## config.mk

```make
export PLATFORM = sky130hd
export DESIGN_NAME = gpio_pin_sampler
export DESIGN_NICKNAME = d
export VERILOG_FILES = /design/src/rtl/gpio_pkg.sv /design/src/rtl/gpio_pin_channel.sv /design/src/rtl/gpio_pin_sampler.sv
export SDC_FILE = /design/constraint.sdc
export NUM_CORES = 1
export LEC_CHECK = 0
export ABC_AREA = 0
export ABC_CLOCK_PERIOD_IN_PS = 4430
export CAP_MARGIN = 10
export CORE_ASPECT_RATIO = 1.75
export CORE_MARGIN = 1.5
export CORE_UTILIZATION = 49
export DETAILED_ROUTE_END_ITERATION = 10
export PLACE_DENSITY = 0.93
export SLEW_MARGIN = 20
export SYNTH_ARGS = -nofsm -noshare
export SYNTH_HDL_FRONTEND = slang
export SYNTH_SLANG_ARGS = --single-unit
```

## constraint.sdc

```tcl
create_clock -name clk -period 4.43 [get_ports clk]
set_clock_uncertainty 0.1 [all_clocks]
set_input_delay 0.443 -clock clk [delete_from_list [all_inputs] [get_ports clk]]
set_output_delay 0.443 -clock clk [all_outputs]
set_load 0.01 [all_outputs]
```

## src/rtl/gpio_pkg.sv

```systemverilog
// Shared types and constants for the GPIO input sampler slice.
package gpio_pkg;

    localparam int IO_PINS = 6;
    localparam logic [IO_PINS-1:0] GPIO_MASK = 6'h3F;

    typedef enum logic [1:0] {
        FLOAT = 2'b00,
        LOW   = 2'b01,
        HIGH  = 2'b10
    } pin_state_t;

    typedef enum logic [1:0] {
        NIL,
        POSEDGE,
        NEGEDGE
    } transition_t;

endpackage

```

## src/rtl/gpio_pin_channel.sv

```systemverilog
// One GPIO pin: synchroniser, high/low/float decode, accepted-state register and edge pulses.
// Build option GPIO_DEBOUNCE_EN adds a DEBOUNCE_CNT-strobe stability filter before acceptance.
module gpio_pin_channel
    import gpio_pkg::*;
#(
    parameter int SYNC_STAGES = 2
`ifdef GPIO_DEBOUNCE_EN
    , parameter int DEBOUNCE_CNT = 4
`endif
) (
    input  logic       clk,
    input  logic       rst,
    input  logic       pinHigh,
    input  logic       pinLow,
    input  logic       sampleEn,
    input  logic       primed,
    output pin_state_t state,
    output logic       posEdge,
    output logic       negEdge,
    output logic       conflict
);

    logic [SYNC_STAGES-1:0] syncHigh;
    logic [SYNC_STAGES-1:0] syncLow;
    pin_state_t             candidate;
    transition_t            transition;
    logic                   accept;

    always_ff @(posedge clk or posedge rst) begin
        if (rst) begin
            syncHigh <= '0;
            syncLow  <= '0;
        end else begin
            syncHigh <= {syncHigh[SYNC_STAGES-2:0], pinHigh};
            syncLow  <= {syncLow[SYNC_STAGES-2:0], pinLow};
        end
    end

    // Both drivers asserted resolves to FLOAT; the contention is reported separately.
    always_comb begin
        candidate = FLOAT;
        case ({syncHigh[SYNC_STAGES-1], syncLow[SYNC_STAGES-1]})
            2'b10:   candidate = HIGH;
            2'b01:   candidate = LOW;
            default: candidate = FLOAT;
        endcase
    end

    assign conflict = syncHigh[SYNC_STAGES-1] & syncLow[SYNC_STAGES-1];

`ifdef GPIO_DEBOUNCE_EN
    localparam int              CntW   = $clog2(DEBOUNCE_CNT + 1);
    localparam logic [CntW-1:0] CntMax = CntW'(DEBOUNCE_CNT);

    logic [CntW-1:0] stableCnt;
    logic [CntW-1:0] cntNext;
    pin_state_t      lastCand;

    // Counts consecutive strobes of one candidate that differs from the accepted state.
    always_comb begin
        cntNext = '0;
        if (candidate != state) begin
            if (candidate != lastCand) begin
                cntNext = CntW'(1);
            end else if (stableCnt == CntMax) begin
                cntNext = CntMax;
            end else begin
                cntNext = stableCnt + CntW'(1);
            end
        end
    end

    assign accept = (cntNext >= CntMax);

    always_ff @(posedge clk or posedge rst) begin
        if (rst) begin
            stableCnt <= '0;
            lastCand  <= FLOAT;
        end else if (sampleEn) begin
            lastCand  <= candidate;
            stableCnt <= (!primed || accept) ? '0 : cntNext;
        end
    end
`else
    assign accept = 1'b1;
`endif

    always_comb begin
        transition = NIL;
        if (sampleEn && primed && accept && (candidate != state)) begin
            transition = (candidate == HIGH) ? POSEDGE : NEGEDGE;
        end
    end

    // The priming strobe loads the state directly and never raises an edge.
    always_ff @(posedge clk or posedge rst) begin
        if (rst) begin
            state   <= FLOAT;
            posEdge <= 1'b0;
            negEdge <= 1'b0;
        end else begin
            posEdge <= (transition == POSEDGE);
            negEdge <= (transition == NEGEDGE);
            if (sampleEn && (!primed || accept)) begin
                state <= candidate;
            end
        end
    end

endmodule

```

## src/rtl/gpio_pin_sampler.sv

```systemverilog
// GPIO input sampler: per-pin channels plus prime flag, sticky wake/conflict flags and read resolution.
// Build option GPIO_DEBOUNCE_EN enables per-pin debounce of DEBOUNCE_CNT consecutive strobes.
module gpio_pin_sampler #(
    parameter int IO_PINS      = 6,
    parameter int SYNC_STAGES  = 2,
    parameter int DEBOUNCE_CNT = 4
) (
    input  logic               clk,
    input  logic               rst,
    input  logic [IO_PINS-1:0] pin_high,
    input  logic [IO_PINS-1:0] pin_low,
    input  logic [IO_PINS-1:0] gpio_latch,
    input  logic               sample_en,
    input  logic               wake_en,
    input  logic               wake_clr,
    output logic [IO_PINS-1:0] gpio_rd,
    output logic [IO_PINS-1:0] state_high,
    output logic [IO_PINS-1:0] state_low,
    output logic [IO_PINS-1:0] state_float,
    output logic [IO_PINS-1:0] pos_edge,
    output logic [IO_PINS-1:0] neg_edge,
    output logic               wake,
    output logic               conflict
);
    import gpio_pkg::*;

    localparam logic [IO_PINS-1:0] RdMask = IO_PINS'(GPIO_MASK);

    if (SYNC_STAGES < 2 || DEBOUNCE_CNT < 1) begin : gBadParams
        $error("gpio_pin_sampler: SYNC_STAGES must be >= 2 and DEBOUNCE_CNT >= 1");
    end

    logic               primed;
    logic [IO_PINS-1:0] pinConflict;
    pin_state_t         pinState [IO_PINS];

    for (genvar i = 0; i < IO_PINS; i++) begin : gPin
        gpio_pin_channel #(
            .SYNC_STAGES (SYNC_STAGES)
`ifdef GPIO_DEBOUNCE_EN
            , .DEBOUNCE_CNT(DEBOUNCE_CNT)
`endif
        ) uChannel (
            .clk      (clk),
            .rst      (rst),
            .pinHigh  (pin_high[i]),
            .pinLow   (pin_low[i]),
            .sampleEn (sample_en),
            .primed   (primed),
            .state    (pinState[i]),
            .posEdge  (pos_edge[i]),
            .negEdge  (neg_edge[i]),
            .conflict (pinConflict[i])
        );

        assign state_high[i]  = (pinState[i] == HIGH);
        assign state_low[i]   = (pinState[i] == LOW);
        assign state_float[i] = (pinState[i] == FLOAT);
    end

    // Floating pins read back whatever the port is driving out.
    assign gpio_rd = ((state_float & gpio_latch) | state_high) & RdMask;

    always_ff @(posedge clk or posedge rst) begin
        if (rst) begin
            primed   <= 1'b0;
            wake     <= 1'b0;
            conflict <= 1'b0;
        end else begin
            primed   <= primed | sample_en;
            conflict <= conflict | (|pinConflict);
            if (wake_en && (|(pos_edge | neg_edge))) begin
                wake <= 1'b1;
            end else if (wake_clr) begin
                wake <= 1'b0;
            end
        end
    end

endmodule

```

### Word-level counts from Yosys, hierarchy flattened

Cells that the tools add are included.
W data, S select, Z words.

* equality and inequality tests: 48
* multiplexer cells: 20
* bitwise logic cells: 11
* reduce and logical (&&, ||, !) cells: 17

Operators by type and width (number)
* $eq A2 B2 Y1 const B: 24
* $eq A2 B1 Y1 const B: 18
* $mux W2: 12
* $pmux W2 S2: 6
* $logic_not A2 Y1: 6
* $ne A2 B2 Y1: 6
* $or A6 B6 Y6: 2
* $reduce_or A6 Y1: 2
* $logic_and A1 B1 Y1: 8
* $and A1 B1 Y1: 6
* $and A6 B6 Y6: 1
* $mux W1: 2
* $or A1 B1 Y1: 2
* $reduce_bool A2 Y1: 1

* flip-flop bits (word level): 51
* input port bits: 23
* output and inout port bits: 38
* logic and storage cells: 129

### Logic depth before layout (Yosys ltp)

Gate-level depths: netlist of the first run.

* depth in word-level cells: 6
* gate-level depth with buffers: 5
* depth with buffers taken out: 3

### Cells and area by module

From an unflattened synthesis of the first run, not the netlist that was laid out.

* cell total of the unflattened synthesis: 182
* area total of the unflattened synthesis: 2013.2 µm²

By module, submodules not included
* gpio_pin_channel: instances 6, cells each 23, area each 289.0 µm², seq. area each 200.2 µm²
* gpio_pin_sampler: instances 1, cells each 44, area each 279.0 µm², seq. area each 75.1 µm²

### Worst setup path before layout of the first run

OpenSTA, ideal clock, no wires.

* path type: register to output
* from: register gPin[0].uChannel.state[1]
* to: output port state_high[0]
* arrival: 662 ps
* data required time: 3887 ps
* setup slack: 3225 ps
* cell stages (with the launch flop): 3
* cell sequence: dfrtp_1 -> inv_1 -> nor2_1

* cells in the longest elaborated chain, start to end: 1

Ends and longest elaborated chain
* start: declaration: RTL line gpio_pin_channel.sv:17 `output pin_state_t state,`
* start signal: assignment: RTL line gpio_pin_channel.sv:105 `state <= candidate;`
* $eq A2 B2 Y1: RTL line gpio_pin_sampler.sv:56 `assign state_high[i] = (pinState[i] == HIGH);`
* end: declaration: RTL line gpio_pin_sampler.sv:17 `output logic [IO_PINS-1:0] state_high,`

Every way passes these cells.

### Worst setup path in the final report of the first run

* from: input port gpio_latch[3]
* to: output port gpio_rd[3]

* cells in the longest elaborated chain, start to end: 2

Ends and longest elaborated chain
* start: declaration: RTL line gpio_pin_sampler.sv:12 `input logic [IO_PINS-1:0] gpio_latch,`
* $and A6 B6 Y6: RTL line gpio_pin_sampler.sv:62 `assign gpio_rd = ((state_float & gpio_latch) | state_high) & RdMask;`
* $or A6 B6 Y6: RTL line gpio_pin_sampler.sv:62
* end: declaration: RTL line gpio_pin_sampler.sv:16 `output logic [IO_PINS-1:0] gpio_rd,`

Every way passes these cells.

==> run_summary.xml, run 1 <==
<?xml version="1.0" encoding="UTF-8"?>
<metrics>
  <group name="clock_network">
    <metric name="post_cts_buffers" unit="">0</metric>
    <metric name="cts-root-to-sink-buffers" unit="">2</metric>
    <metric name="tritoncts" unit="">yes</metric>
    <metric name="postCtsResizedCells" unit="">0</metric>
    <metric name="clock-root-buffer" unit="">clkbuf_8</metric>
    <metric name="clock_tree.htree_level_count" unit="">2</metric>
    <metric name="cts_inserted_buffers" unit="">5</metric>
    <metric name="cts_sinks" unit="">51</metric>
    <metric name="cts_hold_buffers" unit="">0</metric>
    <metric name="clk_latency" unit="ps">300</metric>
    <metric name="clk_pin_slew_worst_paths" unit="ps">80</metric>
  </group>
  <group name="pwr">
    <metric name="report.power.total" unit="W">0.000944</metric>
    <metric name="cellInternalPower" unit="W">0.000707</metric>
    <metric name="switching_share" unit="%">25.1</metric>
    <metric name="power.share.sequential" unit="%">55.0</metric>
    <metric name="peakVddDrop" unit="uV">371</metric>
    <metric name="power_density" unit="mW/mm2">360</metric>
    <metric name="share_of_power_burned_in_the_clock_network" unit="%">27.0</metric>
    <metric name="combinational_power_share" unit="%">18.0</metric>
    <metric name="power.static_leakage" unit="nW">1.15</metric>
    <metric name="switching_power" unit="W">0.000237</metric>
  </group>
  <group name="global_route">
    <metric name="first_global_vias" unit="">1249</metric>
    <metric name="initial_antenna_violation_count" unit="">0</metric>
    <metric name="gr-usage-all-layers" unit="%">17.3</metric>
    <metric name="globalRouteOverflowTotal" unit="">0</metric>
    <metric name="pin_count_of_the_biggest_net_entering_global_routing" unit="">52</metric>
    <metric name="wire_length_of_the_first_global_routing_pass" unit="um">5550</metric>
  </group>
  <group name="min_path">
    <metric name="timing.hold.worst_path_depth" unit="">0</metric>
    <metric name="whs_endpoint" unit="">gPin[1].uChannel.syncLow[1]</metric>
    <metric name="min-delay-start" unit="">gPin[1].uChannel.syncLow[0]</metric>
    <metric name="min_path_type" unit="">register to register</metric>
  </group>
  <group name="setup_path">
    <metric name="setup.worst_path.class" unit="">primary input to output pin</metric>
    <metric name="crit_path_max_incr_delay" unit="ps">540</metric>
    <metric name="critPathBufInv" unit="">2</metric>
    <metric name="worst_setup_path_start_kind" unit="">primary input</metric>
    <metric name="worstPathCellList" unit="">clkdlybuf4s50_1 -&gt; nor2_1 -&gt; nor2_1 -&gt; clkdlybuf4s50_1</metric>
    <metric name="worst_ep_required_time" unit="ps">3890</metric>
    <metric name="path_delay_family" unit="">buffers and inverters</metric>
    <metric name="worst_path_max_delay_cell" unit="">clkdlybuf4s50_1</metric>
    <metric name="worstPathMaxFanout" unit="">1</metric>
    <metric name="worst_ep_arrival_time" unit="ps">1590</metric>
    <metric name="reg2reg_from" unit="">gPin[2].uChannel.negEdge</metric>
    <metric name="critical_path.reg2reg.endpoint" unit="">wake</metric>
    <metric name="reg2reg_slack" unit="ps">3180</metric>
    <metric name="ff2ff_path_depth" unit="">3</metric>
    <metric name="timing.critical_path.to_type" unit="">output pin</metric>
  </group>
  <group name="cells_and_area">
    <metric name="layout_commonest_cell" unit="">clkdlybuf4s50_1</metric>
    <metric name="post_route_cells_drive_above_1_share" unit="%">7.83</metric>
    <metric name="num_antenna_cells" unit="">0</metric>
    <metric name="num-nets-final" unit="">239</metric>
    <metric name="multiInputGateArea" unit="um2">566</metric>
    <metric name="layout.area.seq" unit="mm2">0.00128</metric>
    <metric name="mostFrequentLayoutCells" unit="">clkdlybuf4s50_1, dfrtp_1, nor2_1</metric>
    <metric name="design_area" unit="mm2">0.00262</metric>
    <metric name="nFillCells" unit="">306</metric>
    <metric name="finish.utilization" unit="%">67.2</metric>
    <metric name="layout-area-overhead-vs-synth" unit="%">31.7</metric>
  </group>
  <group name="logic_synthesis">
    <metric name="mappedNetlistNets" unit="">187</metric>
    <metric name="synth_top_cells_by_area" unit="">dfrtp_1, buf_4, nor2_1, nor2b_1, mux2i_1</metric>
    <metric name="yosysUniqueCellTypes" unit="">26</metric>
    <metric name="synth_warnings" unit="">0</metric>
    <metric name="synth.yosys.seq_area_share" unit="%">64.1</metric>
    <metric name="synth_area_per_cell" unit="um2">12.1</metric>
    <metric name="mappedNetlistArea" unit="mm2">0.00199</metric>
    <metric name="ys_seq_elements" unit="">51</metric>
    <metric name="synth_top_area_share" unit="%">64.1</metric>
    <metric name="post-synth-top-area-cell" unit="">dfrtp_1</metric>
    <metric name="synthCells" unit="">164</metric>
  </group>
  <group name="outcome">
    <metric name="status" unit="">completed</metric>
  </group>
  <group name="sta">
    <metric name="final_number_of_hold_violating_endpoints" unit="">0</metric>
    <metric name="slew_viol_final" unit="">0</metric>
    <metric name="timing.fmax" unit="MHz">468</metric>
    <metric name="timing_worst_slew_pin_value" unit="ps">821</metric>
    <metric name="min_period_over_period" unit="%">48.2</metric>
    <metric name="report.final.setup_viol" unit="">0</metric>
    <metric name="max_transition_margin" unit="%">45.2</metric>
    <metric name="fin_hold_ws" unit="ps">252</metric>
    <metric name="setup_total_negative_slack" unit="ps">0</metric>
    <metric name="setup_repair_after_global_routing_missed_its_margin" unit="">no</metric>
    <metric name="finalCriticalPeriod" unit="ps">2140</metric>
  </group>
  <group name="detailed_routing">
    <metric name="detail_route.vias_per_cell" unit="">4.94</metric>
    <metric name="drt-pass1-iter-count" unit="">4</metric>
    <metric name="drt.antenna.violating_nets" unit="">0</metric>
    <metric name="drt-wirelength-per-cell" unit="um">13.1</metric>
    <metric name="detail_route.drc_violations" unit="">0</metric>
    <metric name="drtIter0Drc" unit="">25</metric>
    <metric name="route.vias.total" unit="">1308</metric>
    <metric name="totalWireLength" unit="um">3470</metric>
  </group>
  <group name="floorplanning">
    <metric name="floorplan.io_pins" unit="">61</metric>
    <metric name="core_area" unit="mm2">0.00390</metric>
    <metric name="die-width" unit="um">51.2</metric>
    <metric name="die_area" unit="mm2">0.00447</metric>
    <metric name="row_count" unit="">30</metric>
    <metric name="initial_core_util" unit="%">51.0</metric>
    <metric name="floorplan.die.height" unit="um">87.3</metric>
  </group>
  <group name="placed_design">
    <metric name="numPortBuffers" unit="">60</metric>
    <metric name="detailedPlacementHpwl" unit="um">2700</metric>
    <metric name="place_congestion" unit="">0.738</metric>
    <metric name="postPlaceCellArea" unit="mm2">0.00253</metric>
  </group>
  <group name="flow_run">
    <metric name="maxCapViolCount" unit="">0</metric>
  </group>
</metrics>
## worst reg2reg max path: cells and delay by family (launching register included)
| family | cells | cell delay (ps) |
|---|---|---|
| flip-flops | 1 | 400 |
| AO/OA/AOI/OAI | 1 | 190 |
| AND/OR/NAND/NOR | 2 | 440 |
## stage by stage
step / setup WS, ps / cells
2_1_floorplan: 2660 / 164
3_3_place_gp: 2290 / 257
3_5_place_dp: 2150 / 257
4_1_cts: 2280 / 265
5_1_grt: 2230 / 265
6_report: 2290 / 265
## metal layers
layer	wire length (um)	global-route usage [%]
met1	1260	17.3
met2	1970	31.3
met3	165	5.33
met4	68	8.35
met5	0	0
## how the worst max path moves through the flow
stage	from	to	slack, ps	depth (start not counted)
after CTS	gpio_latch[3]	gpio_rd[3]	2280	4
after detailed placement	sample_en	gPin[1].uChannel.posEdge	2150	3
final	gpio_latch[3]	gpio_rd[3]	2290	4
after floorplan	rst	conflict	2660	1
after global routing	gPin[3].uChannel.state[1]	state_high[3]	2230	3
after global placement	sample_en	gPin[1].uChannel.posEdge	2290	3
## flip-flops by register name, indices dropped and copies added (netlist names)
name	count
gPin.uChannel.syncLow	12
primed	1
wake	1
gPin.uChannel.syncHigh	12
gPin.uChannel.posEdge	6
gPin.uChannel.negEdge	6
gPin.uChannel.state	12
conflict	1
## power groups by stage
stage	combinational (W)	sequential [W]	clock (W)
floorplan	0.0000902	0.000522	0
global placement	0.000167	0.000526	0
detailed placement	0.000171	0.000529	0
CTS	0.000172	0.000520	0.000266
global route	0.000184	0.000524	0.000285
finish	0.000170	0.000520	0.000255
## cell families (layout without fill, tap and decap cells)
kind of cell | count (synthesis) | after routing | share of synthesized area (%)
and+or+nand+nor | 62 | 62 | 15.8
DFF | 51 | 51 | 64.1
xor gates and xnor gates | 5 | 5 | 2.20
muxes | 12 | 12 | 6.78
buffers and inverters | 23 | 76 | 7.54
AOI/OAI and AO/OA | 11 | 11 | 3.64
## cell usage after synthesis (all sizes together)
cell type	count
a22o	1
nand3b	1
or2	1
nand2b	5
a22oi	1
o21ai	1
o221a	1
nand3	2
nand2	6
nor2b	12
xnor2	5
nor4b	1
and2	1
a222oi	1
mux2	6
a21oi	6
buf	15
nor2	25
dfrtp	51
inv	8
mux2i	6
nor4	3
nor3	5
## cell type report
type,instances,share of cell area [%]
sequential,51,48.7
timing repair buffer,60,22.9
multi-input combinational,90,21.6
clock buffer,6,2.77
tap,48,2.29
inverter,8,1.19
clock inverter,2,0.620
No activity file was read; power rests on OpenSTA's default activity.
==> run 2, diff against run 1 <==
--- a/config.mk
+++ b/config.mk
@@ -6,13 +6,13 @@
 export NUM_CORES = 1
 export LEC_CHECK = 0
 export ABC_AREA = 0
-export ABC_CLOCK_PERIOD_IN_PS = 4430
+export ABC_CLOCK_PERIOD_IN_PS = 2200
 export CAP_MARGIN = 10
 export CORE_ASPECT_RATIO = 1.75
 export CORE_MARGIN = 1.5
-export CORE_UTILIZATION = 49
+export CORE_UTILIZATION = 46
 export DETAILED_ROUTE_END_ITERATION = 10
-export PLACE_DENSITY = 0.93
+export PLACE_DENSITY = 0.89
 export SLEW_MARGIN = 20
 export SYNTH_ARGS = -nofsm -noshare
 export SYNTH_HDL_FRONTEND = slang
==> constraint.sdc (replaced) <==
create_clock -name clk -period 2.2 [get_ports clk]
set_clock_uncertainty 0.1 [all_clocks]
set_input_delay 0.22 -clock clk [delete_from_list [all_inputs] [get_ports clk]]
set_output_delay 0.22 -clock clk [all_outputs]
set_load 0.01 [all_outputs]
==> run 2 against run 1 <==
- clock power up 130%
- register-to-register slack got worse by 2200 ps
- combinational power up 100%
- worst setup slack worse by 2000 ps
- first-iteration DRC count down 52%
- power up 110%
- critical path type is now register to output pin
- largest power group unchanged
==> run_summary.xml, run 2 (same netlist as run 1, synthesis figures left out) <==
<?xml version="1.0" encoding="UTF-8"?>
<metrics>
  <group name="outcome">
    <metric name="status" unit="">completed</metric>
  </group>
  <group name="global_route">
    <metric name="globalRouteOverflowTotal" unit="">0</metric>
    <metric name="gr-usage-all-layers" unit="%">15.2</metric>
    <metric name="wire_length_of_the_first_global_routing_pass" unit="um">5420</metric>
    <metric name="first_global_vias" unit="">1264</metric>
    <metric name="pin_count_of_the_biggest_net_entering_global_routing" unit="">27</metric>
    <metric name="initial_antenna_violation_count" unit="">0</metric>
  </group>
  <group name="setup_path">
    <metric name="worst_setup_path_start_kind" unit="">register</metric>
    <metric name="worstPathMaxFanout" unit="">5</metric>
    <metric name="reg2reg_from" unit="">gPin[0].uChannel.negEdge</metric>
    <metric name="critical_path.reg2reg.endpoint" unit="">wake</metric>
    <metric name="worst_ep_arrival_time" unit="ps">1560</metric>
    <metric name="reg2reg_slack" unit="ps">960</metric>
    <metric name="setup.worst_path.class" unit="">register to output pin</metric>
    <metric name="timing.critical_path.to_type" unit="">output pin</metric>
    <metric name="worst_ep_required_time" unit="ps">1880</metric>
    <metric name="ff2ff_path_depth" unit="">3</metric>
  </group>
  <group name="sta">
    <metric name="max_transition_margin" unit="%">67.1</metric>
    <metric name="timing_worst_slew_pin_value" unit="ps">493</metric>
    <metric name="finalWorstSetupSlack" unit="ps">318</metric>
    <metric name="timing.fmax" unit="MHz">531</metric>
    <metric name="report.final.setup_viol" unit="">0</metric>
    <metric name="slew_viol_final" unit="">0</metric>
    <metric name="finalCriticalPeriod" unit="ps">1880</metric>
    <metric name="setup_repair_after_global_routing_missed_its_margin" unit="">no</metric>
    <metric name="setup_total_negative_slack" unit="ps">0</metric>
    <metric name="min_period_over_period" unit="%">85.5</metric>
    <metric name="fin_hold_ws" unit="ps">165</metric>
    <metric name="final_number_of_hold_violating_endpoints" unit="">0</metric>
  </group>
  <group name="placed_design">
    <metric name="numPortBuffers" unit="">60</metric>
    <metric name="place_congestion" unit="">0.808</metric>
    <metric name="detailedPlacementHpwl" unit="um">2610</metric>
    <metric name="pre_cts_ws" unit="ps">524</metric>
  </group>
  <group name="floorplanning">
    <metric name="initial_core_util" unit="%">48.0</metric>
    <metric name="floorplan.die.height" unit="um">90.1</metric>
    <metric name="die_area" unit="mm2">0.00475</metric>
    <metric name="die-width" unit="um">52.7</metric>
    <metric name="floorplan.io_pins" unit="">61</metric>
    <metric name="core_area" unit="mm2">0.00415</metric>
    <metric name="row_count" unit="">31</metric>
  </group>
  <group name="cells_and_area">
    <metric name="reg.largest.list" unit="">gPin.uChannel.state: 12 flops, gPin.uChannel.syncHigh: 12 flops, gPin.uChannel.syncLow: 12 flops</metric>
    <metric name="mostFrequentLayoutCells" unit="">clkdlybuf4s50_1, dfrtp_1, nor2_1</metric>
    <metric name="nFillCells" unit="">328</metric>
    <metric name="num-nets-final" unit="">243</metric>
    <metric name="layout-area-overhead-vs-synth" unit="%">33.9</metric>
    <metric name="num_antenna_cells" unit="">0</metric>
    <metric name="post_route_cells_drive_above_1_share" unit="%">9.09</metric>
    <metric name="layout_commonest_cell" unit="">clkdlybuf4s50_1</metric>
  </group>
  <group name="detailed_routing">
    <metric name="totalWireLength" unit="um">3260</metric>
    <metric name="drt-wirelength-per-cell" unit="um">12.1</metric>
    <metric name="drt.antenna.violating_nets" unit="">0</metric>
    <metric name="drt-pass1-iter-count" unit="">4</metric>
    <metric name="detail_route.vias_per_cell" unit="">4.89</metric>
    <metric name="detail_route.drc_violations" unit="">0</metric>
    <metric name="route.vias.total" unit="">1315</metric>
    <metric name="drtIter0Drc" unit="">12</metric>
  </group>
  <group name="pwr">
    <metric name="power_density" unit="mW/mm2">743</metric>
    <metric name="peakVddDrop" unit="uV">654</metric>
    <metric name="power.static_leakage" unit="nW">1.18</metric>
    <metric name="report.power.total" unit="W">0.00198</metric>
  </group>
  <group name="clock_network">
    <metric name="tritoncts" unit="">yes</metric>
    <metric name="clk_latency" unit="ps">290</metric>
    <metric name="cts_hold_buffers" unit="">0</metric>
    <metric name="cts-root-to-sink-buffers" unit="">2</metric>
    <metric name="cts_sinks" unit="">51</metric>
    <metric name="cts_inserted_buffers" unit="">5</metric>
    <metric name="postCtsResizedCells" unit="">0</metric>
    <metric name="post_cts_buffers" unit="">0</metric>
    <metric name="clock-root-buffer" unit="">clkbuf_8</metric>
    <metric name="clk_pin_slew_worst_paths" unit="ps">80</metric>
    <metric name="clock_tree.htree_level_count" unit="">2</metric>
  </group>
  <group name="min_path">
    <metric name="min_path_type" unit="">primary input to async pin</metric>
  </group>
  <group name="flow_run">
    <metric name="maxCapViolCount" unit="">0</metric>
  </group>
</metrics>
run 2: cell types whose count changed in the layout (fill, tap and decap cells not counted):
cell | previous run | this run
inv_2 | 0 | 1
bufinv_16 | 0 | 1
buf_4 | 0 | 4
clkinvlp_4 | 1 | 0
inv_6 | 1 | 0
clkinv_2 | 1 | 0
run 2: critical path, stage by stage (launching register included):
cell and delay [ps]:
dfrtp_1 430, inv_1 80, nor2_1 190, clkdlybuf4s50_1 580
run 2: layout make-up:
type,count,area (um2),area share (%)
sequential,51,1280,47.9
clock buffer,6,72.6,2.72
multi-input combinational,90,566,21.2
tap,49,61.3,2.30
clock inverter,1,30.0,1.13
inverter,8,30.0,1.13
timing repair buffer,64,631,23.7
run 2: report_power, final:
group | total (W) | leakage, nW | switching, W | internal, W
combinational | 0.000345 | 0.507 | 0.000140 | 0.000205
clock | 0.000592 | 0.0513 | 0.000259 | 0.000333
sequential | 0.00104 | 0.623 | 0.0000477 | 0.000995
run 2: worst max path at each step:
stage,start,end,depth (start not counted)
finish,gPin[0].uChannel.state[1],state_high[0],3
detailed placement,gpio_latch[1],gpio_rd[1],4
global placement,gpio_latch[0],gpio_rd[0],4
CTS,gPin[0].uChannel.state[1],state_high[0],3
floorplan,rst,conflict,1
global route,gPin[0].uChannel.state[1],state_high[0],3
run 2: routing by layer:
layer	vias to the layer above	track usage, %	routed length (um)
li1	632	-	-
met3	11	3.49	142
met1	623	16.8	1240
met4	0	6.41	82
met2	49	26.8	1800
met5	-	0	0
run 2: stage by stage:
step / util, % / instances / cell area, um2
2_1_floorplan: - / 164 / 1990
3_3_place_gp: 61.8 / 262 / 2560
3_5_place_dp: 61.8 / 262 / 2560
4_1_cts: 64.2 / 269 / 2670
5_1_grt: 64.2 / 269 / 2670
6_report: 64.2 / 269 / 2670
==> run 3, diff against run 2 <==
--- a/config.mk
+++ b/config.mk
@@ -9,7 +9,7 @@
 export ABC_CLOCK_PERIOD_IN_PS = 2200
 export CAP_MARGIN = 10
 export CORE_ASPECT_RATIO = 1.75
-export CORE_MARGIN = 1.5
+export CORE_MARGIN = 10
 export CORE_UTILIZATION = 46
 export DETAILED_ROUTE_END_ITERATION = 10
 export PLACE_DENSITY = 0.89
==> run 3 against run 2 <==
- critical path type unchanged
- clock power shrank 16%
- largest cell class unchanged
- sequential power is essentially flat
- clock-buffer cell count is the same
- final area shrank 0.66%
==> run_summary.xml, run 3 (same netlist as run 1, synthesis figures left out) <==
<?xml version="1.0" encoding="UTF-8"?>
<metrics>
  <group name="outcome">
    <metric name="status" unit="">completed</metric>
  </group>
  <group name="sta">
    <metric name="min_period_over_period" unit="%">86.2</metric>
    <metric name="fin_hold_ws" unit="ps">163</metric>
    <metric name="timing_worst_slew_pin_value" unit="ps">492</metric>
    <metric name="setup_total_negative_slack" unit="ps">0</metric>
    <metric name="timing.fmax" unit="MHz">527</metric>
    <metric name="report.final.setup_viol" unit="">0</metric>
    <metric name="finalWorstSetupSlack" unit="ps">303</metric>
    <metric name="final_number_of_hold_violating_endpoints" unit="">0</metric>
    <metric name="slew_viol_final" unit="">0</metric>
    <metric name="setup_repair_after_global_routing_missed_its_margin" unit="">no</metric>
    <metric name="finalCriticalPeriod" unit="ps">1900</metric>
    <metric name="max_transition_margin" unit="%">67.1</metric>
  </group>
  <group name="global_route">
    <metric name="wire_length_of_the_first_global_routing_pass" unit="um">6630</metric>
    <metric name="globalRouteOverflowTotal" unit="">0</metric>
    <metric name="first_global_vias" unit="">1410</metric>
    <metric name="pin_count_of_the_biggest_net_entering_global_routing" unit="">27</metric>
    <metric name="gr-usage-all-layers" unit="%">10.6</metric>
    <metric name="initial_antenna_violation_count" unit="">0</metric>
  </group>
  <group name="pwr">
    <metric name="peakVddDrop" unit="uV">635</metric>
    <metric name="cellInternalPower" unit="W">0.00142</metric>
    <metric name="switching_power" unit="W">0.000470</metric>
    <metric name="switching_share" unit="%">24.8</metric>
    <metric name="power.share.sequential" unit="%">55.1</metric>
    <metric name="share_of_power_burned_in_the_clock_network" unit="%">26.3</metric>
    <metric name="combinational_power_share" unit="%">18.6</metric>
    <metric name="power.static_leakage" unit="nW">1.17</metric>
    <metric name="power_density" unit="mW/mm2">715</metric>
  </group>
  <group name="flow_run">
    <metric name="maxCapViolCount" unit="">0</metric>
  </group>
  <group name="floorplanning">
    <metric name="die-width" unit="um">69.7</metric>
    <metric name="row_count" unit="">31</metric>
    <metric name="floorplan.io_pins" unit="">61</metric>
    <metric name="core_area" unit="mm2">0.00415</metric>
    <metric name="floorplan.die.height" unit="um">107</metric>
    <metric name="die_area" unit="mm2">0.00747</metric>
    <metric name="initial_core_util" unit="%">48.0</metric>
  </group>
  <group name="setup_path">
    <metric name="timing.critical_path.to_type" unit="">output pin</metric>
    <metric name="worst_ep_arrival_time" unit="ps">1580</metric>
    <metric name="reg2reg_slack" unit="ps">940</metric>
    <metric name="critical_path.reg2reg.endpoint" unit="">wake</metric>
    <metric name="worst_ep_required_time" unit="ps">1880</metric>
    <metric name="ff2ff_path_depth" unit="">3</metric>
    <metric name="worst_setup_path_start_kind" unit="">register</metric>
    <metric name="setup.worst_path.class" unit="">register to output pin</metric>
    <metric name="reg2reg_from" unit="">gPin[0].uChannel.negEdge</metric>
    <metric name="worstPathMaxFanout" unit="">5</metric>
  </group>
  <group name="detailed_routing">
    <metric name="route.vias.total" unit="">1314</metric>
    <metric name="drt.antenna.violating_nets" unit="">0</metric>
    <metric name="detail_route.vias_per_cell" unit="">4.87</metric>
    <metric name="drt-wirelength-per-cell" unit="um">14.3</metric>
    <metric name="drtIter0Drc" unit="">11</metric>
    <metric name="totalWireLength" unit="um">3870</metric>
    <metric name="drt-pass1-iter-count" unit="">4</metric>
    <metric name="detail_route.drc_violations" unit="">0</metric>
  </group>
  <group name="clock_network">
    <metric name="postCtsResizedCells" unit="">0</metric>
    <metric name="clock-root-buffer" unit="">clkbuf_8</metric>
    <metric name="clock_tree.htree_level_count" unit="">2</metric>
    <metric name="cts_sinks" unit="">51</metric>
    <metric name="clk_pin_slew_worst_paths" unit="ps">80</metric>
    <metric name="cts_inserted_buffers" unit="">5</metric>
    <metric name="post_cts_buffers" unit="">0</metric>
    <metric name="tritoncts" unit="">yes</metric>
    <metric name="clk_latency" unit="ps">290</metric>
    <metric name="cts_hold_buffers" unit="">0</metric>
    <metric name="cts-root-to-sink-buffers" unit="">2</metric>
  </group>
  <group name="cells_and_area">
    <metric name="post_route_cells_drive_above_1_share" unit="%">9.50</metric>
    <metric name="layout_commonest_cell" unit="">clkdlybuf4s50_1</metric>
    <metric name="fin_cells" unit="">270</metric>
    <metric name="layout-area-overhead-vs-synth" unit="%">33.0</metric>
    <metric name="num_antenna_cells" unit="">0</metric>
    <metric name="num-nets-final" unit="">243</metric>
    <metric name="reg.largest.list" unit="">gPin.uChannel.state: 12 flops, gPin.uChannel.syncHigh: 12 flops, gPin.uChannel.syncLow: 12 flops</metric>
    <metric name="mostFrequentLayoutCells" unit="">clkdlybuf4s50_1, dfrtp_1, nor2_1</metric>
  </group>
  <group name="placed_design">
    <metric name="cells_after_dpl" unit="">262</metric>
    <metric name="pre_cts_ws" unit="ps">529</metric>
    <metric name="detailedPlacementHpwl" unit="um">3220</metric>
    <metric name="numPortBuffers" unit="">60</metric>
    <metric name="place_congestion" unit="">0.881</metric>
  </group>
  <group name="min_path">
    <metric name="min_path_type" unit="">primary input to async pin</metric>
  </group>
</metrics>
==> run 3: cell types whose count changed in the layout (fill, tap and decap cells not counted) <==
cell        previous run  this run
bufinv_16              1         0
clkinvlp_4             0         1
clkinv_2               0         1
==> run 3: power groups by stage <==
| stage | registers [W] | clock network (W) | logic, W |
|---|---|---|---|
| 2_1_floorplan | 0.00105 | 0 | 0.000182 |
| 6_report | 0.00104 | 0.000497 | 0.000352 |
| 3_3_place_gp | 0.00106 | 0 | 0.000350 |
| 3_5_place_dp | 0.00106 | 0 | 0.000358 |
| 4_1_cts | 0.00104 | 0.000511 | 0.000360 |
| 5_1_grt | 0.00105 | 0.000563 | 0.000382 |
==> run 3: final cells by class <==
type | instances | area (um2)
clock buffer | 6 | 72.6
clock inverter | 2 | 12.5
fill | 314 | 1500
inverter | 8 | 30.0
multi-input combinational | 90 | 566
sequential | 51 | 1280
tap | 49 | 61.3
timing repair buffer | 64 | 631
==> run 3: stage by stage <==
step           utilization (%)  cell area [um2]  power (W)
2_1_floorplan                -             1990    0.00123
5_1_grt                   63.8             2650    0.00200
6_report                  63.8             2650    0.00189
4_1_cts                   63.8             2650    0.00192
3_5_place_dp              61.8             2560    0.00142
3_3_place_gp              61.8             2560    0.00141
==> run 3: worst max-delay path: stages (launching register included) <==
cell and delay (ps):
dfrtp_1 420, inv_1 80, nor2_1 190, clkdlybuf4s50_1 600
==> run 3: how the worst max path moves through the flow <==
stage	startpoint	to	slack [ps]	cells past startpoint
3_3_place_gp	gpio_latch[0]	gpio_rd[0]	540	4
2_1_floorplan	rst	conflict	650	1
4_1_cts	gPin[0].uChannel.state[1]	state_high[0]	300	3
3_5_place_dp	gpio_latch[0]	gpio_rd[0]	530	4
5_1_grt	gPin[0].uChannel.state[1]	state_high[0]	170	3
6_report	gPin[0].uChannel.state[1]	state_high[0]	300	3
==> run 3: routing by layer <==
metal	GRT usage (%)	vias up	share of wire (%)	routed length, um
met1	10.3	634	35	1340
li1	-	632	-	-
met2	19.9	41	57	2200
met3	4.25	7	7.0	271
met5	0	-	0	0
met4	3.54	0	1.6	63
